## config.mk

```make
export PLATFORM = sky130hd
export DESIGN_NAME = vx_warp_ctl_sched_flat
export DESIGN_NICKNAME = d
export VERILOG_FILES = /design/src/rtl/vx_warp_ctl_sched_if.sv /design/src/rtl/vx_warp_ctl_sched.sv /design/src/flat_wrapper.sv
export SDC_FILE = /design/constraint.sdc
export NUM_CORES = 1
export LEC_CHECK = 0
export CORE_MARGIN = 2
export CORE_UTILIZATION = 48
export CTS_CLUSTER_SIZE = 10
export DETAILED_ROUTE_END_ITERATION = 8
export GPL_TIMING_DRIVEN = 0
export PLACE_DENSITY = 0.8
export REMOVE_ABC_BUFFERS = 1
export SLEW_MARGIN = 10
export SYNTH_ARGS = -nofsm -noshare
export SYNTH_HDL_FRONTEND = slang
export SYNTH_SLANG_ARGS = --single-unit
```

## constraint.sdc

```tcl
create_clock -name clk -period 2.3 [get_ports clk]
set_input_delay 0.23 -clock clk [delete_from_list [all_inputs] [get_ports clk]]
set_output_delay 0.23 -clock clk [all_outputs]
set_load 0.1 [all_outputs]
```

## src/rtl/vx_warp_ctl_sched_if.sv

```systemverilog
// ---------------------------------------------------------------------------
// vx_warp_ctl_sched_if
// Warp-control request bus between the instruction pipeline (master) and the
// warp-control scheduler (slave).
//
// Signals:
//   ctl_valid     request present (master -> slave)
//   ctl_ready     request accepted on ctl_valid && ctl_ready (slave -> master)
//   ctl_wid       issuing warp
//   tmc_valid     thread-mask change; tmc_mask is the new mask
//   wspawn_valid  warp spawn; wspawn_num is the total warp count, wspawn_pc
//                 the start PC for the spawned warps
//   bar_valid     barrier arrival; bar_id selects the slot, bar_size_m1 is the
//                 participant count minus one
// ---------------------------------------------------------------------------
interface vx_warp_ctl_sched_if #(
  parameter int NUM_WARPS    = 4,
  parameter int NUM_THREADS  = 4,
  parameter int NUM_BARRIERS = 4
);
  localparam int NW_BITS = $clog2(NUM_WARPS);
  // A single barrier slot still needs a one-bit id port.
  localparam int NB_BITS = (NUM_BARRIERS > 1) ? $clog2(NUM_BARRIERS) : 1;

  logic                   ctl_valid;
  logic                   ctl_ready;
  logic [NW_BITS-1:0]     ctl_wid;
  logic                   tmc_valid;
  logic [NUM_THREADS-1:0] tmc_mask;
  logic                   wspawn_valid;
  logic [NW_BITS:0]       wspawn_num;
  logic [31:0]            wspawn_pc;
  logic                   bar_valid;
  logic [NB_BITS-1:0]     bar_id;
  logic [NW_BITS-1:0]     bar_size_m1;

  modport master (
    output ctl_valid, ctl_wid,
    output tmc_valid, tmc_mask,
    output wspawn_valid, wspawn_num, wspawn_pc,
    output bar_valid, bar_id, bar_size_m1,
    input  ctl_ready
  );

  modport slave (
    input  ctl_valid, ctl_wid,
    input  tmc_valid, tmc_mask,
    input  wspawn_valid, wspawn_num, wspawn_pc,
    input  bar_valid, bar_id, bar_size_m1,
    output ctl_ready
  );
endinterface

```

## src/rtl/vx_warp_ctl_sched.sv

```systemverilog
// ---------------------------------------------------------------------------
// vx_warp_ctl_sched
// Warp-control scheduler: applies thread-mask changes, sequences warp spawns
// one warp per cycle, and tracks barrier arrivals / stalls.
//
// Ports:
//   clk            clock, all state updates on the rising edge
//   reset          synchronous active-high reset
//   ctl            warp-control request bus (slave side)
//   active_warps   per-warp active flag
//   stalled_warps  per-warp barrier-stall flag
//   thread_masks   per-warp thread mask, warp w at [w*NUM_THREADS +: NUM_THREADS]
//   spawn_valid    one-cycle pulse per spawned warp
//   spawn_wid      warp being spawned
//   spawn_pc       start PC of the warp being spawned
// ---------------------------------------------------------------------------
module vx_warp_ctl_sched #(
  parameter int NUM_WARPS    = 4,
  parameter int NUM_THREADS  = 4,
  parameter int NUM_BARRIERS = 4,
  localparam int NW_BITS     = $clog2(NUM_WARPS),
  localparam int NB_BITS     = (NUM_BARRIERS > 1) ? $clog2(NUM_BARRIERS) : 1
) (
  input  logic                             clk,
  input  logic                             reset,
  vx_warp_ctl_sched_if.slave               ctl,
  output logic [NUM_WARPS-1:0]             active_warps,
  output logic [NUM_WARPS-1:0]             stalled_warps,
  output logic [NUM_WARPS*NUM_THREADS-1:0] thread_masks,
  output logic                             spawn_valid,
  output logic [NW_BITS-1:0]               spawn_wid,
  output logic [31:0]                      spawn_pc
);

  localparam logic [NW_BITS:0]       WARP_CNT = (NW_BITS+1)'(NUM_WARPS);
  localparam logic [NUM_THREADS-1:0] THREAD0  = NUM_THREADS'(1);

  typedef enum logic {
    IDLE  = 1'b0,
    SPAWN = 1'b1
  } state_t;

  state_t                 state_reg;
  logic                   ctl_ready_reg;
  logic                   spawn_valid_reg;
  logic [NW_BITS-1:0]     spawn_wid_reg;   // doubles as the spawn counter
  logic [NW_BITS-1:0]     spawn_last_reg;  // last warp id to spawn (N-1)
  logic [31:0]            spawn_pc_reg;
  logic [NUM_WARPS-1:0]   active_reg;
  logic [NUM_THREADS-1:0] masks_reg [NUM_WARPS];

  logic [NUM_WARPS-1:0]   stalled_reg;
  logic [NW_BITS-1:0]     bar_cnt_reg  [NUM_BARRIERS];
  logic [NUM_WARPS-1:0]   bar_wait_reg [NUM_BARRIERS];

  // Request decode: exactly one action per accepted request, tmc > wspawn > bar.
  logic               accept;
  logic               do_tmc;
  logic               do_spawn;
  logic               do_bar;
  logic               spawn_go;
  logic [NW_BITS-1:0] spawn_last;

  assign accept   = ctl.ctl_valid && ctl_ready_reg;
  assign do_tmc   = accept && ctl.tmc_valid;
  assign do_spawn = accept && !ctl.tmc_valid && ctl.wspawn_valid;
  assign do_bar   = accept && !ctl.tmc_valid && !ctl.wspawn_valid && ctl.bar_valid;

  // N = min(wspawn_num, NUM_WARPS); warp 0 is the caller, so only N >= 2
  // produces any spawn. The last spawned id is N-1, which always fits NW_BITS.
  assign spawn_go   = ctl.wspawn_num > (NW_BITS+1)'(1);
  assign spawn_last = (ctl.wspawn_num >= WARP_CNT) ? {NW_BITS{1'b1}}
                                                   : ctl.wspawn_num[NW_BITS-1:0] - NW_BITS'(1);

  // -------------------------------------------------------------------------
  // Spawn FSM plus per-warp active flag and thread mask. TMC can only occur
  // in IDLE (ctl_ready is low in SPAWN), so the two writers never collide.
  // -------------------------------------------------------------------------
  always_ff @(posedge clk) begin
    if (reset) begin
      state_reg       <= IDLE;
      ctl_ready_reg   <= 1'b1;
      spawn_valid_reg <= 1'b0;
      spawn_wid_reg   <= '0;
      spawn_last_reg  <= '0;
      spawn_pc_reg    <= '0;
      active_reg      <= NUM_WARPS'(1);
      for (int i = 0; i < NUM_WARPS; i++) begin
        masks_reg[i] <= (i == 0) ? {NUM_THREADS{1'b1}} : '0;
      end
    end else begin
      case (state_reg)
        IDLE: begin
          if (do_tmc) begin
            masks_reg[ctl.ctl_wid]  <= ctl.tmc_mask;
            active_reg[ctl.ctl_wid] <= |ctl.tmc_mask;
          end else if (do_spawn && spawn_go) begin
            // Outputs for warp 1 are loaded now so the first pulse appears
            // on the cycle right after acceptance.
            state_reg       <= SPAWN;
            ctl_ready_reg   <= 1'b0;
            spawn_valid_reg <= 1'b1;
            spawn_wid_reg   <= NW_BITS'(1);
            spawn_last_reg  <= spawn_last;
            spawn_pc_reg    <= ctl.wspawn_pc;
          end
        end
        SPAWN: begin
          // The warp currently on spawn_wid is committed at the end of its
          // pulse cycle; existing state of that warp is overwritten.
          active_reg[spawn_wid_reg] <= 1'b1;
          masks_reg[spawn_wid_reg]  <= THREAD0;
          if (spawn_wid_reg == spawn_last_reg) begin
            state_reg       <= IDLE;
            ctl_ready_reg   <= 1'b1;
            spawn_valid_reg <= 1'b0;
          end else begin
            spawn_wid_reg <= spawn_wid_reg + NW_BITS'(1);
          end
        end
        default: begin
          state_reg     <= IDLE;
          ctl_ready_reg <= 1'b1;
        end
      endcase
    end
  end

  // -------------------------------------------------------------------------
  // Barrier slots. An arrival either joins the slot (count+1, stall) or, when
  // the count already equals size-1, releases every waiting warp of that slot
  // without stalling the arriving warp.
  // -------------------------------------------------------------------------
  always_ff @(posedge clk) begin
    if (reset) begin
      stalled_reg <= '0;
      for (int i = 0; i < NUM_BARRIERS; i++) begin
        bar_cnt_reg[i]  <= '0;
        bar_wait_reg[i] <= '0;
      end
    end else if (do_bar) begin
      if (bar_cnt_reg[ctl.bar_id] == ctl.bar_size_m1) begin
        stalled_reg              <= stalled_reg & ~bar_wait_reg[ctl.bar_id];
        bar_cnt_reg[ctl.bar_id]  <= '0;
        bar_wait_reg[ctl.bar_id] <= '0;
      end else begin
        bar_cnt_reg[ctl.bar_id]               <= bar_cnt_reg[ctl.bar_id] + NW_BITS'(1);
        bar_wait_reg[ctl.bar_id][ctl.ctl_wid] <= 1'b1;
        stalled_reg[ctl.ctl_wid]              <= 1'b1;
      end
    end
  end

  // Output packing
  genvar gi;
  generate
    for (gi = 0; gi < NUM_WARPS; gi++) begin : g_mask_out
      assign thread_masks[gi*NUM_THREADS +: NUM_THREADS] = masks_reg[gi];
    end
  endgenerate

  assign ctl.ctl_ready   = ctl_ready_reg;
  assign active_warps    = active_reg;
  assign stalled_warps   = stalled_reg;
  assign spawn_valid     = spawn_valid_reg;
  assign spawn_wid       = spawn_wid_reg;
  assign spawn_pc        = spawn_pc_reg;

endmodule

```

## src/flat_wrapper.sv

```systemverilog
// flat-port wrapper written by rule: the top's interface ports become plain ports
module vx_warp_ctl_sched_flat 
#(
  parameter int NUM_WARPS    = 4,
  parameter int NUM_THREADS  = 4,
  parameter int NUM_BARRIERS = 4,
  localparam int NW_BITS     = $clog2(NUM_WARPS),
  localparam int NB_BITS     = (NUM_BARRIERS > 1) ? $clog2(NUM_BARRIERS) : 1
)
  (clk, reset, active_warps, stalled_warps, thread_masks, spawn_valid, spawn_wid, spawn_pc, ctl_ctl_valid, ctl_ctl_wid, ctl_tmc_valid, ctl_tmc_mask, ctl_wspawn_valid, ctl_wspawn_num, ctl_wspawn_pc, ctl_bar_valid, ctl_bar_id, ctl_bar_size_m1, ctl_ctl_ready);
  vx_warp_ctl_sched_if #(.NUM_WARPS(NUM_WARPS), .NUM_THREADS(NUM_THREADS), .NUM_BARRIERS(NUM_BARRIERS)) ctl_i ();
  input  logic clk;
  input  logic reset;
  output logic [NUM_WARPS-1:0] active_warps;
  output logic [NUM_WARPS-1:0] stalled_warps;
  output logic [NUM_WARPS*NUM_THREADS-1:0] thread_masks;
  output logic spawn_valid;
  output logic [NW_BITS-1:0] spawn_wid;
  output logic [31:0] spawn_pc;
  input wire logic [$bits(ctl_i.ctl_valid)-1:0] ctl_ctl_valid;
  input wire logic [$bits(ctl_i.ctl_wid)-1:0] ctl_ctl_wid;
  input wire logic [$bits(ctl_i.tmc_valid)-1:0] ctl_tmc_valid;
  input wire logic [$bits(ctl_i.tmc_mask)-1:0] ctl_tmc_mask;
  input wire logic [$bits(ctl_i.wspawn_valid)-1:0] ctl_wspawn_valid;
  input wire logic [$bits(ctl_i.wspawn_num)-1:0] ctl_wspawn_num;
  input wire logic [$bits(ctl_i.wspawn_pc)-1:0] ctl_wspawn_pc;
  input wire logic [$bits(ctl_i.bar_valid)-1:0] ctl_bar_valid;
  input wire logic [$bits(ctl_i.bar_id)-1:0] ctl_bar_id;
  input wire logic [$bits(ctl_i.bar_size_m1)-1:0] ctl_bar_size_m1;
  output wire logic [$bits(ctl_i.ctl_ready)-1:0] ctl_ctl_ready;
  assign ctl_i.ctl_valid = ctl_ctl_valid;
  assign ctl_i.ctl_wid = ctl_ctl_wid;
  assign ctl_i.tmc_valid = ctl_tmc_valid;
  assign ctl_i.tmc_mask = ctl_tmc_mask;
  assign ctl_i.wspawn_valid = ctl_wspawn_valid;
  assign ctl_i.wspawn_num = ctl_wspawn_num;
  assign ctl_i.wspawn_pc = ctl_wspawn_pc;
  assign ctl_i.bar_valid = ctl_bar_valid;
  assign ctl_i.bar_id = ctl_bar_id;
  assign ctl_i.bar_size_m1 = ctl_bar_size_m1;
  assign ctl_ctl_ready = ctl_i.ctl_ready;
  vx_warp_ctl_sched #(.NUM_WARPS(NUM_WARPS), .NUM_THREADS(NUM_THREADS), .NUM_BARRIERS(NUM_BARRIERS)) u_core (.clk(clk), .reset(reset), .ctl(ctl_i), .active_warps(active_warps), .stalled_warps(stalled_warps), .thread_masks(thread_masks), .spawn_valid(spawn_valid), .spawn_wid(spawn_wid), .spawn_pc(spawn_pc));
endmodule
```

==> flow_metrics.env, run 1 <==
export IMPL_row_count=32
export IMPL_fin_crit_sh_pct=96.4
export IMPL_numClockSinks=87
export IMPL_clk_pin_slew_ns=0.09
export IMPL_slew_headroom_pct=33.1
export IMPL_hpwl_um=6550
export IMPL_portBuffers=110
export IMPL_critPathKind="in2reg"
export IMPL_worstSetupStartpointType="primary input"
export IMPL_hold_path_startpoint="reset"
export IMPL_synthTopCellsByArea="edfxtp_1 31%, dfxtp_1 24%, mux2i_1 8.2%"
export IMPL_r2r_start="u_core.state_reg$_SDFF_PP0_"
export IMPL_powerDensity_nw_per_um2=657
export IMPL_fin_worst_skew_ns=0.00638
export IMPL_syn_area_um2=3900
export IMPL_switching_power_w=0.00106
export IMPL_r2r_cells=4
export IMPL_areaGrowthSynthToFinish_pct=35.8
export IMPL_yosysWarnings=0
export IMPL_nFillCells=598
export IMPL_min_to="u_core.spawn_pc[5]$_SDFFE_PP0P_"
export IMPL_post_cts_buffers=0
export IMPL_final_nets=513
export IMPL_period_needed_ns=2.22
export IMPL_setup_viol=0
export IMPL_cpMaxStageDelayCell="clkdlybuf4s50_1"
export IMPL_clk_latency_ns=0.35
export IMPL_grt_pass1_wl_um=14100
export IMPL_n_antenna_cell=0
export IMPL_syn_area_per_cell_um2=11.2
export IMPL_rr_endpoint="u_core.spawn_last_reg[1]$_SDFFE_PP0P_"
export IMPL_whs_ns=0.265
export IMPL_fp_dieArea_um2=8870
export IMPL_switching_share_pct=30.5
export IMPL_layout_drive_gt1_share_pct=8.03
export IMPL_dpl_cell_count=547
export IMPL_mostFrequentLayoutCell="clkdlybuf4s50_1"
export IMPL_worstPathRequired_ns=2.51
export IMPL_path_buf_inv=1
export IMPL_final_cell_mix="107 x clkdlybuf4s50_1, 81 x nor2_1, 47 x dfxtp_1"
export IMPL_ys_seq_area_share_pct=54.9
export IMPL_crit_path_end_kind="flop"
export IMPL_synth_seq_cells=87
export IMPL_grt_pass1_vias=3055
export IMPL_antenna_found_initial=0
export IMPL_worstHoldPathCells=2
export IMPL_synth_cell_type_count=56
export IMPL_fp_dieH_um=94.2
export IMPL_cts_inserted_buffers=9
export IMPL_yosysTopAreaCell="edfxtp_1"
export IMPL_drc=0
export IMPL_drv_cap=0
export IMPL_final_setup_worst_slack_ns=0.0835
export IMPL_power_w=0.00348
export IMPL_p_int_w=0.00242
export IMPL_cp_arrival_ns=2.42
export IMPL_tightest_slew_ns=1.00
export IMPL_syn_inst=349
export IMPL_netlist_area_leader_share_pct=30.8
export IMPL_seqPwrFrac_pct=49.0
export IMPL_synth_flop_cell="dfxtp_1"
export IMPL_grt_start_max_net_pins=44
export IMPL_cts_path_max_buffers=2
export IMPL_p_leak_nw=1.94
export IMPL_path_cells="clkdlybuf4s50_1 -> mux4_2 -> xnor2_4 -> a211oi_2 -> and3_1"
export IMPL_start_util_pct=50.0
export IMPL_fmax_mhz=451
export IMPL_pwr_share_comb_pct=20.6
export IMPL_maxSlewViolCount=0
export IMPL_worst_r2r_setup_slack_ns=0.23
export IMPL_critical_path_top_delay_family="buffers and inverters"
export IMPL_gr_usage_all_layers_pct=20.8
export IMPL_cts_tree="yes"
export IMPL_core_area_um2=7810
export IMPL_vdd_drop_max_mv=0.443
export IMPL_hold_viol=0
export IMPL_grt_ovfl_total=0
export IMPL_cts_root_buf="clkbuf_8"
export IMPL_post_drt_wl_per_cell_um=15.8
export IMPL_synth_edf_count=40
export IMPL_drt_pass1_iter_count=4
export IMPL_critPathMaxFanout=10
export IMPL_instances_no_fill=563
export IMPL_hold_path_class="in2reg"
export IMPL_dpl_worst_slack_ns=-0.582
export IMPL_hold_buffers=0
export IMPL_status="complete, no violations"
export IMPL_power_frac_clock_pct=30.4
export IMPL_antenna_left=0
export IMPL_htree_levels=3
export IMPL_async_flop_share_pct=0
export IMPL_post_drt_via_cell_ratio=5.25
export IMPL_io_pins=111
export IMPL_drt_iter0_markers=158
export IMPL_rsz0062_at_grt="no"
export IMPL_num_vias=2956
export IMPL_largest_reg_flops=32
export IMPL_crit_cells=5
export IMPL_die_width_um=94.2
export IMPL_routabilityCongestion=0.816
export IMPL_slowest_delay_ns=0.77
export IMPL_drt_wl_total_um=8870
==> power groups by stage <==
stage	sequential, W	clock, W	combinational (W)
2_1_floorplan	0.00202	0	0.000191
3_3_place_gp	0.00174	0	0.000697
3_5_place_dp	0.00174	0	0.000709
4_1_cts	0.00171	0.00108	0.000711
5_1_grt	0.00171	0.00113	0.000754
6_report	0.00170	0.00106	0.000715
==> how the worst max path moves through the flow <==
stage,startpoint,to
after floorplan,u_core.ctl.ctl_ready$_SDFFE_PP1P_,u_core.spawn_pc[0]$_SDFFE_PP0P_
after global placement,reset,u_core.bar_wait_reg[2][0]$_SDFFCE_PN0P_
after global routing,u_core.state_reg$_SDFF_PP0_,u_core.masks_reg[2][0]$_SDFFCE_PN0P_
after detailed placement,ctl_bar_id[0],u_core.bar_wait_reg[2][3]$_SDFFCE_PN0P_
after CTS,ctl_bar_id[1],u_core.bar_wait_reg[2][3]$_SDFFCE_PN0P_
final,ctl_bar_id[1],u_core.bar_wait_reg[0][0]$_SDFFCE_PN0P_
==> repair_timing <==
action / CTS / global route
pin swaps: 0 / 0
resized for setup: 3 / 5
hold endpoints to repair: 0 / 0
setup endpoints to repair: 61 / 17
==> cells in the mapped netlist (all sizes together), types with 3 or more instances <==
cell     n
a31o     3
edfxtp  40
and3     3
dfxtp   47
ha       6
mux2i   32
xnor2    5
nor2    81
mux4     6
o21ai    3
nand2   16
nand2b   5
nand4    3
a21oi    6
inv     20
nor2b    7
a211oi  10
clkbuf   9
buf      6
o211ai   3
==> metrics by stage <==
| stage | TNS (ns) | utilization, % | instance area, um2 |
|---|---|---|---|
| after floorplan | -11.10 | - | 3830 |
| after global placement | -101.17 | 64.8 | 5060 |
| after detailed placement | -31.94 | 65.0 | 5070 |
| after CTS | 0 | 67.6 | 5280 |
| after global routing | 0 | 67.8 | 5300 |
| final | 0 | 67.8 | 5300 |
==> layout make-up <==
| type | count | area, um2 | area share, % |
|---|---|---|---|
| clock buffers | 9 | 124 | 2.34 |
| multi-input cells | 226 | 1640 | 30.9 |
| flip-flops and latches | 87 | 2140 | 40.4 |
| clock inverters | 7 | 72.6 | 1.37 |
| well taps | 102 | 128 | 2.41 |
| inverters | 21 | 78.8 | 1.49 |
| repair buffers | 111 | 1110 | 21.0 |
==> kinds of logic after synthesis <==
kind of cell,share of synthesized area [%]
flops,54.9
mux,12.1
simple gates,15.3
compound gates,9.30
fa+ha+maj,1.92
buf+inv,3.82
xor+xnor,2.69
==> per-layer routing <==
metal	track usage, %	up-vias	part of all wire, %
li1	-	1442	-
met5	0	-	0
met3	9.55	15	11
met4	7.49	0	2.0
met2	33.7	147	46
met1	24.4	1352	41
Power figures use the tool's default switching activity.
==> inputs of run 2 (changes only) <==
- CORE_MARGIN: 2 -> unset
==> flow_metrics.env, run 2 (synthesis results as in run 1) <==
export IMPL_num_vias=2971
export IMPL_rsz0062_at_grt="no"
export IMPL_power_w=0.00364
export IMPL_cts_tree="yes"
export IMPL_top_layer="met4"
export IMPL_post_drt_wl_per_cell_um=15.7
export IMPL_worstHoldPathCells=2
export IMPL_numClockSinks=87
export IMPL_path_buf_inv=1
export IMPL_vdd_drop_max_mv=0.501
export IMPL_cts_root_buf="clkbuf_8"
export IMPL_critPathKind="reg2out"
export IMPL_antenna_left=0
export IMPL_slowest_delay_ns=1.16
export IMPL_fin_crit_sh_pct=94.8
export IMPL_hold_path_class="in2reg"
export IMPL_grt_ovfl_total=0
export IMPL_instances_no_fill=563
export IMPL_p_leak_nw=1.98
export IMPL_crit_cells=1
export IMPL_drt_wl_total_um=8810
export IMPL_hold_viol=0
export IMPL_cts_path_max_buffers=2
export IMPL_worstSetupStartpointType="flop"
export IMPL_maxSlewViolCount=0
export IMPL_powerDensity_nw_per_um2=684
export IMPL_path_cells="clkdlybuf4s50_1"
export IMPL_drv_cap=0
export IMPL_drt_iter0_markers=125
export IMPL_layout_drive_gt1_share_pct=7.59
export IMPL_areaGrowthSynthToFinish_pct=36.4
export IMPL_die_width_um=92.2
export IMPL_n_antenna_cell=0
export IMPL_portBuffers=110
export IMPL_largest_reg_flops=32
export IMPL_grt_pass1_wl_um=14200
export IMPL_clk_latency_ns=0.36
export IMPL_gr_usage_all_layers_pct=21.9
export IMPL_hold_buffers=0
export IMPL_row_count=32
export IMPL_grt_pass1_vias=3054
export IMPL_core_area_um2=7810
export IMPL_critical_path_top_delay_family="buffers and inverters"
export IMPL_final_util_pct=68.2
export IMPL_setup_viol=0
export IMPL_mostFrequentLayoutCell="clkdlybuf4s50_1"
export IMPL_post_drt_via_cell_ratio=5.28
export IMPL_dpl_cell_count=547
export IMPL_register_area_um2=2140
export IMPL_crit_path_end_kind="primary output"
export IMPL_cpMaxStageDelayCell="clkdlybuf4s50_1"
export IMPL_fp_dieH_um=92.2
export IMPL_worstPathRequired_ns=2.07
export IMPL_post_cts_buffers=0
export IMPL_clk_pin_slew_ns=0.09
export IMPL_routabilityCongestion=0.794
export IMPL_multiInputGateArea_um2=1620
export IMPL_period_needed_ns=2.18
export IMPL_grt_start_max_net_pins=44
export IMPL_fin_worst_skew_ns=0.00972
export IMPL_drt_pass1_iter_count=4
export IMPL_status="complete, no violations"
export IMPL_drt_met1_wl_um=3490
export IMPL_tightest_slew_ns=1.01
export IMPL_htree_levels=3
export IMPL_nFillCells=608
export IMPL_antenna_found_initial=0
export IMPL_slew_headroom_pct=32.4
export IMPL_start_util_pct=50.0
export IMPL_route_met2_wl_um=4240
export IMPL_r2r_cells=4
export IMPL_fp_dieArea_um2=8490
export IMPL_io_pins=111
export IMPL_drc=0
export IMPL_final_nets=513
export IMPL_cp_arrival_ns=1.95
export IMPL_met3_length_um=928
export IMPL_final_cell_mix="106 x clkdlybuf4s50_1, 81 x nor2_1, 47 x dfxtp_1"
export IMPL_fmax_mhz=458
export IMPL_cts_inserted_buffers=9
export IMPL_hpwl_um=6400
export IMPL_critPathMaxFanout=7
## run 2: worst paths after layout
| kind | start | end | slack [ns] |
|---|---|---|---|
| worst min register to register | u_core.stalled_warps[2]$_SDFFE_PP0N_ | u_core.stalled_warps[2]$_SDFFE_PP0N_ | 0.49 |
| worst max-delay path | u_core.ctl.ctl_ready$_SDFFE_PP1P_ | ctl_ctl_ready | 0.12 |
| worst min-delay path | reset | u_core.spawn_pc[7]$_SDFFE_PP0P_ | 0.24 |
| worst max register to register | u_core.state_reg$_SDFF_PP0_ | u_core.masks_reg[0][0]$_SDFFCE_PN1P_ | 0.19 |
## run 2: layer usage
metal  up-vias  track usage, %
met5         -               0
met4         0            9.77
met3        12            8.37
met2       140            35.9
met1      1378            25.3
li1       1441               -
## run 2: layout make-up
class | count | area share [%]
Sequential cell | 87 | 40.3
Multi-Input combinational cell | 226 | 30.5
Timing Repair Buffer | 111 | 21.0
Clock buffer | 12 | 2.94
Tap cell | 102 | 2.40
Inverter | 21 | 1.48
Clock inverter | 4 | 1.41
## run 2: per-stage QoR
stage	TNS (ns)	worst slack, ns	hold WS (ns)	area, um2
6_report	0	0.119	0.245	5320
5_1_grt	0	0.00975	0.255	5320
4_1_cts	0	0.0296	0.233	5320
3_5_place_dp	-30.18	-0.703	0.473	5070
3_3_place_gp	-102.27	-1.53	0.461	5060
2_1_floorplan	-11.10	-0.248	0.299	3830
## run 2: what timing repair did
item,4_1_cts,5_1_grt
endpoints found under the setup margin,18,7
endpoints found under the hold margin,0,0
resized for setup,4,2
## run 2: where the power goes
part	internal (W)	switching, W
Combinational	0.000233	0.000476
Clock	0.000683	0.000540
Sequential	0.00168	0.0000272
Total	0.00259	0.00104
==> inputs of run 3 (changes only) <==
- CORE_MARGIN: unset -> 2
- clock period: 2.3 -> 2.22 ns (I/O delays scaled with it)
==> flow_metrics.env, run 3 (synthesis results as in run 1) <==
export IMPL_status="complete, no violations"
export IMPL_setup_viol=0
export IMPL_rsz0062_at_grt="no"
export IMPL_portBuffers=110
export IMPL_crit_path_end_kind="flop"
export IMPL_cts_inserted_buffers=9
export IMPL_whs_ns=0.250
export IMPL_nFillCells=598
export IMPL_gr_usage_all_layers_pct=20.8
export IMPL_num_vias=2972
export IMPL_drt_wl_total_um=8870
export IMPL_critPathMaxFanout=8
export IMPL_drt_iter0_markers=167
export IMPL_drc=0
export IMPL_maxSlewViolCount=0
export IMPL_grt_start_max_net_pins=44
export IMPL_powerDensity_nw_per_um2=682
export IMPL_largest_reg_flops=32
export IMPL_period_needed_ns=2.10
export IMPL_grt_pass1_vias=3051
export IMPL_p_leak_nw=1.95
export IMPL_hold_path_class="in2reg"
export IMPL_dpl_worst_slack_ns=-0.654
export IMPL_grt_pass1_wl_um=14100
export IMPL_final_setup_worst_slack_ns=0.115
export IMPL_fp_dieArea_um2=8870
export IMPL_routabilityCongestion=0.816
export IMPL_hpwl_um=6550
export IMPL_start_util_pct=50.0
export IMPL_vdd_drop_max_mv=0.456
export IMPL_cp_arrival_ns=2.20
export IMPL_drv_cap=0
export IMPL_clk_latency_ns=0.35
export IMPL_antenna_left=0
export IMPL_final_util_pct=67.8
export IMPL_power_w=0.00361
export IMPL_row_count=32
export IMPL_grt_ovfl_total=0
export IMPL_tightest_slew_ns=1.00
export IMPL_die_width_um=94.2
export IMPL_mostFrequentLayoutCell="clkdlybuf4s50_1"
export IMPL_finalSetupTns_ns=0
export IMPL_worstSetupStartpointType="flop"
export IMPL_numClockSinks=87
export IMPL_fin_worst_skew_ns=0.00891
export IMPL_fp_dieH_um=94.2
export IMPL_drt_pass1_iter_count=4
export IMPL_core_area_um2=7810
export IMPL_cts_tree="yes"
export IMPL_fmax_mhz=475
export IMPL_critPathKind="reg2reg"
export IMPL_post_drt_wl_per_cell_um=15.7
export IMPL_layout_drive_gt1_share_pct=8.23
export IMPL_fin_crit_sh_pct=94.8
export IMPL_clk_pin_slew_ns=0.09
export IMPL_areaGrowthSynthToFinish_pct=35.7
export IMPL_worstPathRequired_ns=2.32
export IMPL_cts_path_max_buffers=2
export IMPL_hold_buffers=0
export IMPL_n_antenna_cell=0
export IMPL_antenna_found_initial=0
export IMPL_cts_root_buf="clkbuf_8"
export IMPL_post_drt_via_cell_ratio=5.27
export IMPL_slew_headroom_pct=33.1
export IMPL_final_cell_mix="104 x clkdlybuf4s50_1, 81 x nor2_1, 47 x dfxtp_1"
export IMPL_final_nets=514
export IMPL_io_pins=111
export IMPL_htree_levels=3
export IMPL_hold_viol=0
run 3: routing by layer:
layer	up-vias	global-route usage [%]	routed length (um)
met2	147	33.6	4120
met5	-	0	0
li1	1446	-	-
met1	1365	24.4	3590
met3	14	9.55	1000
met4	0	7.49	154
run 3: layout make-up:
class | count | area (um2) | area share [%]
clock buffer | 9 | 124 | 2.34
clock inverter | 7 | 72.6 | 1.37
inverter | 21 | 78.8 | 1.49
multi-input combinational | 226 | 1630 | 30.8
sequential | 87 | 2140 | 40.5
tap | 102 | 128 | 2.41
timing repair buffer | 112 | 1120 | 21.1
run 3: repair_timing:
| action | CTS | global route |
|---|---|---|
| buffers inserted | 0 | 1 |
| pin swaps | 0 | 1 |
| setup endpoints to repair | 73 | 29 |
| gates resized for setup | 6 | 5 |
run 3: where the power goes:
part	internal (W)	switching, W
clock network	0.000522	0.000584
registers	0.00174	0.0000281
logic	0.000243	0.000496
run 3: path summary, 6_finish.rpt:
check,startpoint,endpoint,slack [ns],cells after the start
worst min-delay path,reset,u_core.spawn_pc[5]$_SDFFE_PP0P_,0.25,2
worst max register to register,u_core.bar_cnt_reg[0][0]$_SDFFCE_PN0P_,u_core.bar_wait_reg[2][3]$_SDFFCE_PN0P_,0.12,4
worst min register to register,u_core.stalled_warps[2]$_SDFFE_PP0N_,u_core.stalled_warps[2]$_SDFFE_PP0N_,0.48,1
worst max-delay path,u_core.bar_cnt_reg[0][0]$_SDFFCE_PN0P_,u_core.bar_wait_reg[2][3]$_SDFFCE_PN0P_,0.12,4
run 3: critical path: stages (launching register included):
cell	delay [ns]
edfxtp_1	0.39
mux4_2	0.60
xnor2_4	0.22
a221oi_1	0.52
nor2_1	0.12
run 3: metrics by stage:
stage          instances  area, um2
2_1_floorplan        334       3830
3_3_place_gp         546       5060
3_5_place_dp         547       5070
4_1_cts              563       5280
5_1_grt              564       5290
6_report             564       5290
